[src/rtl/alu_mem_skid_register_pkg.sv]
// Shared types and defaults for the EX->MEM skid pipeline register.
package alu_mem_skid_register_pkg;

    localparam int DATA_W_DEF     = 32;
    localparam int REG_ADDR_W_DEF = 5;

    // Payload layout at the default widths; the top rebuilds it from its own parameters.
    typedef struct packed {
        logic                      is_write;
        logic                      is_load;
        logic                      is_store;
        logic [DATA_W_DEF-1:0]     alu_result;
        logic [DATA_W_DEF-1:0]     store_data;
        logic [REG_ADDR_W_DEF-1:0] register_d;
    } pipe_payload_t;

    typedef enum logic [1:0] {
        EMPTY = 2'd0,
        BUSY  = 2'd1,
        FULL  = 2'd2
    } skid_state_e;

    // Writes to x0 are architecturally dead, so drop the write enable at capture.
    function automatic logic guard_write(input logic is_write,
                                         input logic rd_is_zero,
                                         input logic guard_en);
        return is_write & ~(guard_en & rd_is_zero);
    endfunction

endpackage

[src/rtl/alu_mem_skid_register_slot.sv]
// One payload register with a valid bit; clear wins over load and leaves the data flops untouched.
module pipe_payload_slot #(
    parameter int W = 8
) (
    input  logic         clk,
    input  logic         reset,
    input  logic         load,
    input  logic         clear,
    input  logic [W-1:0] d,
    output logic [W-1:0] q,
    output logic         valid
);

    logic [W-1:0] data_r;
    logic         valid_r;

    // Payload and valid bit storage.
    always_ff @(posedge clk or negedge reset) begin
        if (!reset) begin
            data_r  <= {W{1'b0}};
            valid_r <= 1'b0;
        end else if (clear) begin
            valid_r <= 1'b0;
        end else if (load) begin
            data_r  <= d;
            valid_r <= 1'b1;
        end else begin
            valid_r <= valid_r;
        end
    end

    assign q     = data_r;
    assign valid = valid_r;

endmodule

[src/rtl/alu_mem_skid_register.sv]
// EX->MEM pipeline register with valid/ready handshake, one-entry skid buffer, flush and x0 write guard.
module alu_mem_skid_register
    import alu_mem_skid_register_pkg::*;
#(
    parameter int DATA_W         = DATA_W_DEF,
    parameter int REG_ADDR_W     = REG_ADDR_W_DEF,
    parameter int ZERO_REG_GUARD = 1
) (
    input  logic                  clk,
    input  logic                  reset,
    input  logic                  flush,
    input  logic                  in_valid,
    output logic                  in_ready,
    input  logic                  is_write_in,
    input  logic                  is_load_in,
    input  logic                  is_store_in,
    input  logic [DATA_W-1:0]     alu_result_in,
    input  logic [DATA_W-1:0]     store_data_in,
    input  logic [REG_ADDR_W-1:0] register_d_in,
    output logic                  out_valid,
    input  logic                  out_ready,
    output logic                  is_write_out,
    output logic                  is_load_out,
    output logic                  is_store_out,
    output logic [DATA_W-1:0]     alu_result_out,
    output logic [DATA_W-1:0]     store_data_out,
    output logic [REG_ADDR_W-1:0] register_d_out
);

    typedef struct packed {
        logic                  is_write;
        logic                  is_load;
        logic                  is_store;
        logic [DATA_W-1:0]     alu_result;
        logic [DATA_W-1:0]     store_data;
        logic [REG_ADDR_W-1:0] register_d;
    } payload_t;

    localparam int   PAYLOAD_W = $bits(payload_t);
    localparam logic GUARD_EN  = (ZERO_REG_GUARD != 0);

    skid_state_e state_r, next_state_s;
    logic        in_ready_r;
    logic        accept_s, fire_s;
    logic        main_load_s, main_clr_s, main_from_skid_s;
    logic        skid_load_s, skid_clr_s;
    logic        main_valid_s, skid_valid_s;
    payload_t    in_payload_s, main_d_s, main_q_s, skid_q_s;

    assign accept_s = in_valid & in_ready_r;
    assign fire_s   = main_valid_s & out_ready;

    assign in_payload_s.is_write   = guard_write(is_write_in, (register_d_in == {REG_ADDR_W{1'b0}}), GUARD_EN);
    assign in_payload_s.is_load    = is_load_in;
    assign in_payload_s.is_store   = is_store_in;
    assign in_payload_s.alu_result = alu_result_in;
    assign in_payload_s.store_data = store_data_in;
    assign in_payload_s.register_d = register_d_in;

    // Next-state and slot load/clear decode; flush overrides every handshake.
    always_comb begin
        next_state_s     = state_r;
        main_load_s      = 1'b0;
        main_clr_s       = 1'b0;
        main_from_skid_s = 1'b0;
        skid_load_s      = 1'b0;
        skid_clr_s       = 1'b0;
        if (flush) begin
            next_state_s = EMPTY;
            main_clr_s   = 1'b1;
            skid_clr_s   = 1'b1;
        end else begin
            case (state_r)
                EMPTY: begin
                    if (accept_s) begin
                        main_load_s  = 1'b1;
                        next_state_s = BUSY;
                    end else begin
                        next_state_s = EMPTY;
                    end
                end
                BUSY: begin
                    if (accept_s && fire_s) begin
                        main_load_s  = 1'b1;
                    end else if (accept_s) begin
                        skid_load_s  = 1'b1;
                        next_state_s = FULL;
                    end else if (fire_s) begin
                        main_clr_s   = 1'b1;
                        next_state_s = EMPTY;
                    end else begin
                        next_state_s = BUSY;
                    end
                end
                FULL: begin
                    if (fire_s) begin
                        main_load_s      = 1'b1;
                        main_from_skid_s = 1'b1;
                        skid_clr_s       = 1'b1;
                        next_state_s     = BUSY;
                    end else begin
                        next_state_s = FULL;
                    end
                end
                default: begin
                    next_state_s = EMPTY;
                    main_clr_s   = 1'b1;
                    skid_clr_s   = 1'b1;
                end
            endcase
        end
    end

    // State register; in_ready is precomputed so no combinational path runs from out_ready.
    always_ff @(posedge clk or negedge reset) begin
        if (!reset) begin
            state_r    <= EMPTY;
            in_ready_r <= 1'b1;
        end else begin
            state_r    <= next_state_s;
            in_ready_r <= (next_state_s != FULL);
        end
    end

    assign main_d_s = main_from_skid_s ? skid_q_s : in_payload_s;

    pipe_payload_slot #(.W(PAYLOAD_W)) u_main (
        .clk   (clk),
        .reset (reset),
        .load  (main_load_s),
        .clear (main_clr_s),
        .d     (main_d_s),
        .q     (main_q_s),
        .valid (main_valid_s)
    );

    pipe_payload_slot #(.W(PAYLOAD_W)) u_skid (
        .clk   (clk),
        .reset (reset),
        .load  (skid_load_s),
        .clear (skid_clr_s),
        .d     (in_payload_s),
        .q     (skid_q_s),
        .valid (skid_valid_s)
    );

    assign in_ready       = in_ready_r;
    assign out_valid      = main_valid_s;
    assign is_write_out   = main_valid_s & main_q_s.is_write;
    assign is_load_out    = main_valid_s & main_q_s.is_load;
    assign is_store_out   = main_valid_s & main_q_s.is_store;
    assign alu_result_out = main_q_s.alu_result;
    assign store_data_out = main_q_s.store_data;
    assign register_d_out = main_q_s.register_d;

    // The skid valid bit mirrors FULL; it is kept for symmetry with the main slot.
    logic unused_skid_valid_s;
    assign unused_skid_valid_s = skid_valid_s;

endmodule
[config.mk]
export PLATFORM = sky130hd
export DESIGN_NAME = alu_mem_skid_register
export DESIGN_NICKNAME = d
export VERILOG_FILES = /design/src/rtl/alu_mem_skid_register_pkg.sv /design/src/rtl/alu_mem_skid_register_slot.sv /design/src/rtl/alu_mem_skid_register.sv
export SDC_FILE = /design/constraint.sdc
export NUM_CORES = 1
export LEC_CHECK = 0
export BUFFER_PORTS_ARGS = -buffer_cell sky130_fd_sc_hd__buf_2
export CAP_MARGIN = 20
export CORE_MARGIN = 2
export CORE_UTILIZATION = 45
export DETAILED_ROUTE_END_ITERATION = 8
export GPL_ROUTABILITY_DRIVEN = 0
export GPL_TIMING_DRIVEN = 1
export PLACE_DENSITY_LB_ADDON = 0.05
export SYNTH_ARGS = -nofsm -noshare
export SYNTH_HDL_FRONTEND = slang
export SYNTH_SLANG_ARGS = --single-unit
[constraint.sdc]
create_clock -name clk -period 2.3 [get_ports clk]
set_input_delay 0.345 -clock clk [delete_from_list [all_inputs] [get_ports clk]]
set_output_delay 0.345 -clock clk [all_outputs]
set_load 0.01 [all_outputs]
==> impl_metrics.env, run 1 <==
export IMPL_status="finished clean"
export IMPL_hpwl_um=8616
export IMPL_critPathMaxFanout=45
export IMPL_ioPinCount=151
export IMPL_die_w_um=128.4
export IMPL_regToRegSetupSlack_ns=0.26
export IMPL_finalSetupViolations=0
export IMPL_yosysWarnings=0
export IMPL_grt_max_degree=59
export IMPL_finalWorstSetupSlack_ns=0.2589
export IMPL_nets=645
export IMPL_cts_setup_buffers=0
export IMPL_maxSlewHeadroom=0.6717
export IMPL_grt_util_all_layers=0.1654
export IMPL_grt_pass1_vias=4029
export IMPL_synth_async_reset_ratio=1.000
export IMPL_vias=3884
export IMPL_finalCriticalPeriod_ns=2.041
export IMPL_synth_top_area_share=0.5278
export IMPL_tightest_slew_ns=0.4925
export IMPL_startpoint_type="flip-flop"
export IMPL_drv_slew=0
export IMPL_die_height_um=128.4
export IMPL_root_buffer="clkbuf_16"
export IMPL_synth_seq_cells=148
export IMPL_reg2reg_depth=5
export IMPL_stdcell_count=769
export IMPL_synth_edf_count=0
export IMPL_cts_tree="built"
export IMPL_hold_end="u_skid.q[24]$_DFFE_PN0P_"
export IMPL_synth_top_area_cell="dfrtp_1"
export IMPL_crit_type="flip-flop to flip-flop"
export IMPL_start_util=0.4601
export IMPL_avgViaCountPerCell=5.051
export IMPL_rr_endpoint="u_main.q[66]$_DFFE_PN0P_"
export IMPL_r2r_start="state_r[0]$_DFF_PN0_"
export IMPL_ys_top_cells_by_count="mux2_2, dfrtp_1, buf_4"
export IMPL_antenna_found_initial=1
export IMPL_drtPass1Iterations=6
export IMPL_synthToLayoutAreaGrowth_pct=16.34
export IMPL_powerDensity_nw_per_um2=1115
export IMPL_final_antenna_net_count=0
export IMPL_syn_nets=556
export IMPL_synth_ff_type="dfrtp_1"
export IMPL_synth_most_common_cell="mux2_2"
export IMPL_fillers=1320
export IMPL_numCtsBuffers=17
export IMPL_fmax_ghz=0.4899
export IMPL_cts_resized=0
export IMPL_dp_cells=736
export IMPL_antenna_cells=0
export IMPL_critPathLaunch="state_r[0]$_DFF_PN0_"
export IMPL_cts_sinks=148
export IMPL_synth_cell_types=23
export IMPL_arrival_ns=2.33
export IMPL_drt_iter0_markers=134
export IMPL_wl_per_cell_um=16.64
export IMPL_synth_top_cells_by_area="dfrtp_1, mux2_2, buf_4"
export IMPL_p_leak_nw=3.677
export IMPL_htree_levels=4
export IMPL_cp_end_kind="flip-flop"
export IMPL_synth_seq_area_share=0.5316
export IMPL_detail_route_wirelength_um=12800
export IMPL_clock_latency_ns=0.41
export IMPL_numPortBuffers=150
export IMPL_peakVddDrop_uv=492.4
export IMPL_hp_class="input pin to flip-flop"
export IMPL_avgSynthCellArea_um2=14.55
export IMPL_hp_start="store_data_in[19]"
export IMPL_syn_area_um2=6969
export IMPL_skew_ns=0.006030
export IMPL_maxCapViolations=0
export IMPL_grt_pass1_wl_um=20710
export IMPL_tns_ns=0
export IMPL_gr_total_overflow=0
export IMPL_min_path_cells=2
export IMPL_synth_cells=479
export IMPL_worst_ep_required_time_ns=2.59
export IMPL_remaining_drc_errors=0
export IMPL_core_um2=15150
export IMPL_final_period_utilization=0.8874
export IMPL_hold_viol_final=0
export IMPL_dieArea_um2=16500
export IMPL_ctsLongestPathBuffers=2
export IMPL_dp_slack_ns=0.2714
export IMPL_drive_gt1_frac=0.6695
export IMPL_rsz0062_at_grt="no"
export IMPL_rows=45
export IMPL_clkTransAtPathRegs_ns=0.06
==> repair_timing <==
action                     in CTS  in global routing
setup endpoints to repair       0                  0
hold buffers                    1                  0
hold endpoints to repair       50                  0
==> how the worst max path moves through the flow <==
stage | endpoint | slack [ns] | depth (start not counted)
6_report | u_main.q[66]$_DFFE_PN0P_ | 0.26 | 5
5_1_grt | u_main.q[66]$_DFFE_PN0P_ | 0.13 | 5
4_1_cts | u_main.q[66]$_DFFE_PN0P_ | 0.26 | 5
3_5_place_dp | u_main.q[66]$_DFFE_PN0P_ | 0.27 | 5
3_3_place_gp | u_main.q[66]$_DFFE_PN0P_ | 0.30 | 5
2_1_floorplan | u_main.q[66]$_DFFE_PN0P_ | 0.47 | 5
==> cell families after synthesis <==
| family | synth area share |
|---|---|
| multiplexers | 0.3488 |
| AND/OR/NAND/NOR | 0.01472 |
| buffers and inverters | 0.09677 |
| flip-flops | 0.5316 |
| XOR/XNOR | 0.001257 |
| AO/OA/AOI/OAI | 0.006823 |
==> flip-flops by register name (all words and copies together), names as in the netlist <==
signal / cells
u_main.q: 72
u_skid.q: 72
state_r: 2
in_ready: 1
u_main.valid: 1
==> critical path: stages (launching register included) <==
cell      delay, ns
dfrtp_1        0.44
nand4b_2       0.31
nor2_4         0.19
buf_12         0.28
mux2_2         0.37
mux2_1         0.29
==> power breakdown <==
| part | internal [mW] | leakage [nW] | switching, mW | total [mW] |
|---|---|---|---|---|
| Clock | 1.80 | 0.298 | 1.02 | 2.81 |
| Combinational | 1.22 | 1.62 | 0.839 | 2.06 |
| Sequential | 3.67 | 1.76 | 0.495 | 4.16 |
| Total | 6.69 | 3.68 | 2.35 | 9.04 |
==> per-stage QoR <==
stage / util / cell area (um^2) / power (mW) / hold WS [ns]
final: 0.5353 / 8108 / 9.036 / 0.1717
after global placement: 0.4938 / 7480 / 6.177 / 0.3326
after global routing: 0.5353 / 8108 / 9.586 / 0.1462
after floorplan: - / 6969 / 5.983 / 0.04941
after detailed placement: 0.4938 / 7480 / 6.317 / 0.3320
after CTS: 0.5353 / 8108 / 9.184 / 0.1480
==> layout by cell type, fill, tap and decap left out, types with 2 or more instances in the layout <==
cell type,instances
a21oi_1,2
and2_1,3
buf_12,8
buf_2,149
bufinv_16,2
clkbuf_16,17
clkbuf_8,7
clkinv_2,2
clkinvlp_4,3
dfrtp_1,147
inv_1,2
mux2_1,22
mux2_2,193
nand2_1,4
o21ai_0,4
==> layout make-up <==
class	instances	area, um^2	area share
Timing Repair Buffer	160	934.6	0.1153
Multi-Input combinational cell	239	2608	0.3216
Inverter	2	7.507	0.0009259
Clock inverter	7	92.59	0.01142
Sequential cell	148	3705	0.4569
Tap cell	188	235.2	0.02901
Clock buffer	25	525.5	0.06481
==> per-layer routing <==
layer,GRT usage,wire length (um)
met1,0.1966,5315
met3,0.06279,831
met5,0,0
met2,0.2716,6458
met4,0.06723,194
Note: power is estimated with default switching activity, not from simulation.
==> inputs of run 2 (changes only) <==
--- a/config.mk
+++ b/config.mk
@@ -7,8 +7,11 @@
 export LEC_CHECK = 0
 export BUFFER_PORTS_ARGS = -buffer_cell sky130_fd_sc_hd__buf_2
 export CAP_MARGIN = 20
+export CELL_PAD_IN_SITES_DETAIL_PLACEMENT = 0
+export CELL_PAD_IN_SITES_GLOBAL_PLACEMENT = 2
 export CORE_MARGIN = 2
-export CORE_UTILIZATION = 45
+export CORE_UTILIZATION = 42
+export CTS_BUF_LIST = sky130_fd_sc_hd__clkbuf_4 sky130_fd_sc_hd__clkbuf_8
 export DETAILED_ROUTE_END_ITERATION = 8
 export GPL_ROUTABILITY_DRIVEN = 0
 export GPL_TIMING_DRIVEN = 1
==> constraint.sdc (replaced) <==
create_clock -name clk -period 2.36 [get_ports clk]
set_input_delay 0.354 -clock clk [delete_from_list [all_inputs] [get_ports clk]]
set_output_delay 0.354 -clock clk [all_outputs]
set_load 0.01 [all_outputs]
==> run 2 against run 1 <==
Against the previous run: count of clock-buffer cells in the layout decreased by 4; first-iteration DRC count up 2.2%; cell area shrank 2.3%; critical path depth unchanged; clock power fell by 28%; hold slack worse by 0.018 ns; clock skew grew 0.0056 ns; final cell count rose by 4.3%; wire length grew 1.3%; worst setup slack improved by 0.12 ns; critical path type unchanged; largest power group unchanged.
==> impl_metrics.env, run 2 (synthesis gave the netlist of run 1 again) <==
export IMPL_maxCapViolations=0
export IMPL_arrival_ns=2.30
export IMPL_final_antenna_net_count=0
export IMPL_whs_ns=0.1533
export IMPL_p_sw_mw=2.210
export IMPL_worst_ep_required_time_ns=2.68
export IMPL_hpwl_um=8702
export IMPL_core_um2=16410
export IMPL_gr_total_overflow=0
export IMPL_finalSetupViolations=0
export IMPL_rows=47
export IMPL_wl_per_cell_um=16.16
export IMPL_pwr_share_seq=0.499
export IMPL_cts_sinks=148
export IMPL_fmax_ghz=0.5045
export IMPL_grt_pass1_wl_um=21440
export IMPL_nets=646
export IMPL_clkTransAtPathRegs_ns=0.09
export IMPL_clock_power_share=0.252
export IMPL_numCtsBuffers=17
export IMPL_dp_slack_ns=0.3755
export IMPL_peakVddDrop_uv=395.5
export IMPL_avgViaCountPerCell=4.772
export IMPL_finalCriticalPeriod_ns=1.982
export IMPL_dieArea_um2=17640
export IMPL_rr_endpoint="u_main.q[12]$_DFFE_PN0P_"
export IMPL_tns_ns=0
export IMPL_grt_util_all_layers=0.1556
export IMPL_die_w_um=132.8
export IMPL_grt_max_degree=59
export IMPL_htree_levels=4
export IMPL_remaining_drc_errors=0
export IMPL_drive_gt1_frac=0.6713
export IMPL_layout_common_cells="mux2_2, buf_2, dfrtp_1"
export IMPL_powerDensity_nw_per_um2=1019
export IMPL_hold_end="u_skid.q[65]$_DFFE_PN0P_"
export IMPL_final_period_utilization=0.8399
export IMPL_skew_ns=0.01161
export IMPL_synthToLayoutAreaGrowth_pct=13.68
export IMPL_min_path_cells=2
export IMPL_multi_input_area_um2=2608
export IMPL_die_height_um=132.8
export IMPL_numPortBuffers=150
export IMPL_final_common_cell="mux2_2"
export IMPL_reg2reg_depth=5
export IMPL_finalWorstSetupSlack_ns=0.3777
export IMPL_regToRegSetupSlack_ns=0.38
export IMPL_fillers=1499
export IMPL_cts_resized=0
export IMPL_hold_viol_final=0
export IMPL_tightest_slew_ns=0.5677
export IMPL_p_comb_frac=0.250
export IMPL_r2r_start="state_r[0]$_DFF_PN0_"
export IMPL_status="finished clean"
export IMPL_vias=3827
export IMPL_drv_slew=0
export IMPL_critPathMaxFanout=36
export IMPL_antenna_found_initial=2
export IMPL_p_int_mw=5.863
export IMPL_ctsLongestPathBuffers=2
export IMPL_crit_type="flip-flop to flip-flop"
export IMPL_root_buffer="clkbuf_8"
export IMPL_cp_end_kind="flip-flop"
export IMPL_clock_latency_ns=0.44
export IMPL_ioPinCount=151
export IMPL_grt_pass1_vias=4178
export IMPL_drtPass1Iterations=4
export IMPL_register_area_um2=3705
export IMPL_maxSlewHeadroom=0.6216
export IMPL_rsz0062_at_grt="no"
export IMPL_detail_route_wirelength_um=12960
export IMPL_drt_iter0_markers=137
export IMPL_cts_tree="built"
export IMPL_start_util=0.4248
export IMPL_p_leak_nw=3.590
export IMPL_switching_share=0.2737
export IMPL_hp_class="input pin to flip-flop"
export IMPL_startpoint_type="flip-flop"
export IMPL_hp_start="alu_result_in[28]"
[run 2: cell count changes in the layout (fill, tap and decap cells not counted), sizes merged]
cell      before  now
clkinv         2    6
bufinv         2    3
buf          159  160
clkinvlp       3    1
diode          0    1
clkbuf        25   21
[run 2: power by group through the flow]
stage	clock (mW)	combinational [mW]	sequential, mW
global placement	0	1.99	4.02
floorplan	0	1.89	3.94
finish	2.03	2.01	4.03
global route	2.23	2.21	4.17
CTS	2.11	2.06	4.04
detailed placement	0	2.06	4.09
[run 2: area by class of cell]
class / instances / share of cell area
tap: 220 / 0.03474
multi-input combinational: 239 / 0.3291
clock buffer: 21 / 0.03490
sequential: 148 / 0.4676
clock inverter: 10 / 0.01658
antenna: 1 / 0.0003159
inverter: 2 / 0.0009476
timing repair buffer: 161 / 0.1158
[run 2: how the worst max path moves through the flow]
stage                               startpoint                        to  slack, ns  cells past startpoint
after floorplan           state_r[0]$_DFF_PN0_  u_main.q[66]$_DFFE_PN0P_       0.53                      5
after global placement    state_r[0]$_DFF_PN0_  u_main.q[12]$_DFFE_PN0P_       0.41                      5
after detailed placement  state_r[0]$_DFF_PN0_  u_main.q[42]$_DFFE_PN0P_       0.38                      5
after CTS                 state_r[0]$_DFF_PN0_  u_main.q[12]$_DFFE_PN0P_       0.36                      5
after global routing      state_r[0]$_DFF_PN0_  u_main.q[12]$_DFFE_PN0P_       0.31                      5
final                     state_r[0]$_DFF_PN0_  u_main.q[12]$_DFFE_PN0P_       0.38                      5
[run 2: worst max-delay path, stage by stage, from the launching register on]
cell and delay [ns]:
dfrtp_1 0.44, nand4b_2 0.31, nor2_4 0.19, buf_12 0.26, mux2_1 0.35, mux2_1 0.30
[run 2: per-layer routing]
metal / wire length [um] / GRT usage / up-vias
li1: - / - / 1798
met1: 5554 / 0.1888 / 1916
met2: 6353 / 0.2556 / 95
met3: 787 / 0.05211 / 18
met4: 264 / 0.06332 / 0
met5: 0 / 0 / -
[run 2: through the flow]
stage | power [mW] | utilization | cell area (um^2) | cells
finish | 8.073 | 0.4829 | 7923 | 802
detailed placement | 6.145 | 0.4573 | 7502 | 769
floorplan | 5.831 | - | 6969 | 479
CTS | 8.206 | 0.4827 | 7920 | 801
global route | 8.607 | 0.4827 | 7920 | 801
global placement | 6.016 | 0.4573 | 7502 | 769
[run 2: repair_timing]
| action | CTS | global route |
|---|---|---|
| hold buffers | 1 | 0 |
| setup buffers | 0 | 0 |
| hold endpoints to repair | 55 | 0 |
